===== config.mk =====
export PLATFORM = sky130hd
export DESIGN_NAME = booth_serial_mult
export DESIGN_NICKNAME = d
export VERILOG_FILES = /design/src/rtl/booth_pkg.sv /design/src/rtl/booth_pp_sel.sv /design/src/rtl/booth_serial_mult.sv
export SDC_FILE = /design/constraint.sdc
export NUM_CORES = 1
export LEC_CHECK = 0
export ABC_AREA = 0
export BUFFER_PORTS_ARGS = -buffer_cell sky130_fd_sc_hd__buf_4
export CORE_MARGIN = 2
export CORE_UTILIZATION = 40
export CTS_CLUSTER_SIZE = 8
export DETAILED_ROUTE_END_ITERATION = 8
export HOLD_SLACK_MARGIN = 0.03
export PLACE_DENSITY_LB_ADDON = 0.25
export RECOVER_POWER = 25
export SYNTH_ARGS = -nofsm -noshare
export SYNTH_HDL_FRONTEND = slang
export SYNTH_SLANG_ARGS = --single-unit

===== constraint.sdc =====
create_clock -name clk -period 6.15 [get_ports clk]
set_input_delay 0.615 -clock clk [delete_from_list [all_inputs] [get_ports clk]]
set_output_delay 0.615 -clock clk [all_outputs]
set_load 0.01 [all_outputs]

===== src/rtl/booth_pkg.sv =====
// rtl/booth_pkg.sv - Booth digit/state types and the radix-4 recoding function
package booth_pkg;

  typedef enum logic [2:0] {ZERO, POS1, POS2, NEG1, NEG2} booth_digit_t;
  typedef enum logic [1:0] {IDLE, RUN, DONE} booth_state_t;

  // Triplet is {b[2i+1], b[2i], b[2i-1]}.
  function automatic booth_digit_t booth_recode(input logic [2:0] trip);
    case (trip)
      3'b001, 3'b010: return POS1;
      3'b011:         return POS2;
      3'b100:         return NEG2;
      3'b101, 3'b110: return NEG1;
      default:        return ZERO;
    endcase
  endfunction

endpackage


===== src/rtl/booth_pp_sel.sv =====
// rtl/booth_pp_sel.sv - partial-product select: 0, +/-a or +/-2a of the extended multiplicand
module booth_pp_sel
  import booth_pkg::*;
#(
  parameter int AW = 34
) (
  input  booth_digit_t    digit,
  input  logic [AW-1:0]   mcand,
  output logic [AW-1:0]   pp
);

  logic [AW-1:0] mag;
  logic          neg;

  always_comb begin
    mag = '0;
    neg = 1'b0;
    case (digit)
      POS1: mag = mcand;
      POS2: mag = mcand << 1;
      NEG1: begin mag = mcand;      neg = 1'b1; end
      NEG2: begin mag = mcand << 1; neg = 1'b1; end
      default: mag = '0;
    endcase
    // Negation as invert-plus-one, matching the parallel array's convention.
    pp = neg ? (~mag + AW'(1)) : mag;
  end

endmodule


===== src/rtl/booth_serial_mult.sv =====
// rtl/booth_serial_mult.sv - iterative radix-4 Booth multiplier, one digit per clock
module booth_serial_mult
  import booth_pkg::*;
#(
  parameter int    W      = 16,
  parameter string SIGNED = "TRUE"
) (
  input  logic           clk,
  input  logic           rst,
  input  logic           in_valid,
  output logic           in_ready,
  input  logic [W-1:0]   a,
  input  logic [W-1:0]   b,
  output logic           out_valid,
  input  logic           out_ready,
  output logic [2*W-1:0] p
);

  localparam bit IS_SIGNED = (SIGNED == "TRUE");
  localparam int N         = IS_SIGNED ? W / 2 : W / 2 + 1;
  localparam int AW        = 2 * W + 2;
  localparam int BW        = W + 3;
  localparam int CW        = $clog2(N + 1);
  localparam logic [CW-1:0] LAST = CW'(N - 1);

  booth_state_t  state, state_next;
  logic [CW-1:0] cnt;
  logic [AW-1:0] acc, acc_next, a_sh, pp;
  logic [BW-1:0] b_sh;
  logic          a_fill, b_fill;
  booth_digit_t  digit;

  assign a_fill = IS_SIGNED & a[W-1];
  assign b_fill = IS_SIGNED & b[W-1];

  // b_sh holds {ext, ext, b, b[-1]=0}; its low triplet is always the current digit.
  assign digit    = booth_recode(b_sh[2:0]);
  assign acc_next = acc + pp;

  booth_pp_sel #(.AW(AW)) u_pp_sel (
    .digit (digit),
    .mcand (a_sh),
    .pp    (pp)
  );

  always_ff @(posedge clk) begin
    if (rst) state <= IDLE;
    else     state <= state_next;
  end

  always_comb begin
    state_next = state;
    case (state)
      IDLE:    if (in_valid)    state_next = RUN;
      RUN:     if (cnt == LAST) state_next = DONE;
      DONE:    if (out_ready)   state_next = IDLE;
      default: state_next = IDLE;
    endcase
  end

  always_comb begin
    in_ready  = (state == IDLE);
    out_valid = (state == DONE);
  end

  // Multiplicand shifts left by 2 per digit instead of a 2i barrel shift.
  always_ff @(posedge clk) begin
    if (rst) begin
      acc  <= '0;
      cnt  <= '0;
      a_sh <= '0;
      b_sh <= '0;
      p    <= '0;
    end else begin
      case (state)
        IDLE: if (in_valid) begin
          a_sh <= {{(AW-W){a_fill}}, a};
          b_sh <= {b_fill, b_fill, b, 1'b0};
          acc  <= '0;
          cnt  <= '0;
        end
        RUN: begin
          acc  <= acc_next;
          a_sh <= a_sh << 2;
          b_sh <= {b_sh[BW-1], b_sh[BW-1], b_sh[BW-1:2]};
          cnt  <= cnt + CW'(1);
          if (cnt == LAST) p <= acc_next[2*W-1:0];
        end
        default: ;
      endcase
    end
  end

endmodule


==> impl_metrics.yaml <==
finish:
  final_util_pct: 45.9
  synthToLayoutAreaGrowth_pct: 13.0
  multi_input_area_um2: 5340
  fill_cells: 2134
  seqCellArea_um2: 2400
  nNetsFinal: 1194
  layout-drive-gt1-share_pct: 8.89
  diodes: 0
  postLayoutCellArea_um2: 9260
  mostFrequentLayoutCells: "nor2_1 (168), a21oi_1 (120), dfxtp_1 (119)"
  final_common_cell: "nor2_1"
setup_path:
  crit_start: "b_sh[1]$_SDFFE_PP0P_"
  slowest_delay_ns: 0.59
  critPathTopFamily: "compound AO/OA/AOI/OAI gates"
  worstReg2RegEnd: "acc[28]$_SDFFE_PP0P_"
  slowest_stage: "o31ai_1"
  worstPathRequired_ns: 6.46
  cp.arrival_ns: 5.81
  end_kind: "register"
  startpoint_type: "register"
  reg2reg_slack_ns: 0.66
  crit_type: "reg2reg"
  worst_r2r_startpoint: "b_sh[1]$_SDFFE_PP0P_"
  crit_end: "acc[28]$_SDFFE_PP0P_"
  crit_buf_inv: 1
  path_cells: "buf_4 > nand3_1 > o21a_1 > a222oi_1 > and4_1 > o21ai_0 > nand2_1 > xor2_1 > o221ai_1 > ha_1 > a21o_1 > a21o_1 > a21oi_1 > o22ai_1 > o31ai_1 > nor2_1 > a211oi_1 > or4_1 > nand3_1"
  r2r_cells: 19
  crit_cells: 19
  cp_max_fo: 30
global_route:
  grt_usage_pct: 21.0
  grt_pass1_wl_mm: 37.4
  grt_max_degree: 72
  grt_pass1_vias: 7292
  antenna_found_initial: 0
  grt_overflow: 0
sta:
  fin_crit_sh_pct: 89.3
  rsz0062_at_grt: "false"
  final-setup-viol-count: 0
  tightest_slew_ns: 2.09
  maxSlewHeadroom_pct: -39.1
  fin_crit_ns: 5.49
  tns_ns: 0
  fmax_mhz: 182
  drv_slew: 61
  hold_viol: 0
  finClkSkew_ns: 0.00934
  final.setup.worst_slack_ns: 0.657
synth:
  async_flop_share_pct: 0
  ys.flop_type: "dfxtp_1"
  yosysWarningCount: 0
  synth-seq-cells: 120
  synth_edf_count: 0
  synth_top_area_share_pct: 29.3
  syn_avg_cell_area_um2: 7.34
  synth.distinct_cells: 65
  syn_area_um2: 8200
  synth.net_count: 1188
  synth_area_leaders: "dfxtp_1 (29%), nor2_1 (7.7%), a21oi_1 (7.3%)"
  synth_top_cell_by_area: "dfxtp_1"
  ys_seq_area_share_pct: 29.3
  syn_inst: 1117
pwr:
  p_int_w: 0.00169
  power.share.sequential_pct: 33.9
  ir_drop_v: 0.000206
  combPwrFrac_pct: 26.2
  powerDensity_nw_per_um2: 279
  p_clk_share_pct: 39.9
  power.leakage_nw: 3.63
  switching_share_pct: 34.5
  design_power_total_w: 0.00258
  p_sw_w: 0.000891
floorplanning:
  die_w_um: 147
  start_util_pct: 40.6
  ios: 70
  core_area_um2: 20200
  dieArea_um2: 21700
  fp-row-count: 52
  die_height_um: 147
status:
  status: "complete, but fails checks"
  violations: "capacitance limit, slew limit"
place:
  gp_congestion: 0.920
  dp_hpwl_mm: 15.6
  dpl_worst_slack_ns: 0.666
  portBuffers: 69
  placed_cell_area_um2: 8790
drt:
  totalWireLength_mm: 22.5
  wl_met1_mm: 11.3
  dr_wl_met2_mm: 9.75
  met3WireLength_mm: 1.23
  initialDrtViolationCount: 747
  antenna_left: 0
  via_per_inst: 5.67
  dr.pass1.iters: 5
  highest_layer: "met4"
  wire_per_inst_um: 16.0
  drc: 0
  vias: 7967
clock_tree:
  cts_buffers: 17
  clock_latency_ns: 0.43
  post_cts_resized: 0
  cts_setup_buffers: 0
  htreeDepth: 4
  cts_sinks: 120
  clock-root-buffer: "clkbuf_16"
  cts_buffer_depth: 2
  clk_pin_slew_worst_paths_ns: 0.06
  cts_tree: "done"
  ctsHoldBuffers: 0
worst_hold_path:
  worstHoldPathCells: 3
  hold_path.class: "in2reg"
job:
  max_cap_viol_count: 1
logic make-up after synthesis:
group | Yosys count | share of synthesized area (%)
mux | 5 | 0.611
simple gates | 423 | 23.8
xor+xnor | 62 | 6.62
compound gates | 355 | 28.6
flops | 120 | 29.3
fa+ha+maj | 35 | 5.43
buf+inv | 117 | 5.68
final cells by class:
type / instances / area share, %
Sequential cell: 120 / 25.9
Clock buffer: 17 / 4.59
Timing Repair Buffer: 87 / 5.67
Inverter: 17 / 0.689
Multi-Input combinational cell: 880 / 57.6
Clock inverter: 15 / 1.84
Tap cell: 270 / 3.65
sequential cells by signal (all words and copies together) (netlist names):
name   count
b_sh      18
state      2
cnt        4
acc       32
a_sh      32
p         32
layer usage:
metal	GRT usage, %	vias to the layer above
li1	-	4008
met1	30.7	3721
met2	31.9	216
met3	3.48	22
met4	5.63	0
met5	0	-
worst min-delay path: cells and delay by family:
| kind | cells | cell delay (ns) |
|---|---|---|
| AOI/OAI and AO/OA | 1 | 0.05 |
| buffers and inverters | 1 | 0.08 |
| and+or+nand+nor | 1 | 0.07 |
worst min-delay path by stage:
stage,startpoint,endpoint,slack (ns)
after CTS,a[1],a_sh[1]$_SDFFE_PP0P_,0.42
final,a[1],a_sh[1]$_SDFFE_PP0P_,0.42
after detailed placement,p[16]$_SDFFE_PP0P_,p[16]$_SDFFE_PP0P_,0.45
after global routing,a[1],a_sh[1]$_SDFFE_PP0P_,0.44
after global placement,p[3]$_SDFFE_PP0P_,p[3]$_SDFFE_PP0P_,0.44
after floorplan,acc[21]$_SDFFE_PP0P_,acc[21]$_SDFFE_PP0P_,0.46
power groups by stage:
stage	sequential (W)	combinational [W]	clock (W)
2_1_floorplan	0.000859	0.000535	0
3_3_place_gp	0.000890	0.000661	0
3_5_place_dp	0.000890	0.000666	0
4_1_cts	0.000873	0.000670	0.00104
5_1_grt	0.000882	0.000754	0.00108
6_report	0.000876	0.000675	0.00103
synth_stat cells (all sizes together) (3+ instances only):
cell type,number
xor2,24
nand4b,3
a21oi,120
clkbuf,81
o31ai,4
nand3,10
buf,19
a22oi,54
o211ai,8
and2,8
mux2i,5
nand2,109
nor2b,40
nand2b,10
a211oi,18
a221oi,26
a21o,17
nor3,36
nand4,7
xnor2,38
a21boi,5
o21ai,52
and4,3
a221o,9
nor2,169
o221ai,8
inv,17
nand3b,10
a222oi,3
o22ai,3
or2,5
and3,6
dfxtp,120
o21a,5
a31oi,8
ha,34
per-stage QoR:
stage,instances,hold slack [ns]
global placement,1374,0.445
CTS,1406,0.422
detailed placement,1374,0.447
finish,1406,0.421
floorplan,1117,0.461
global route,1406,0.437
No activity file was read; power rests on OpenSTA's default activity.
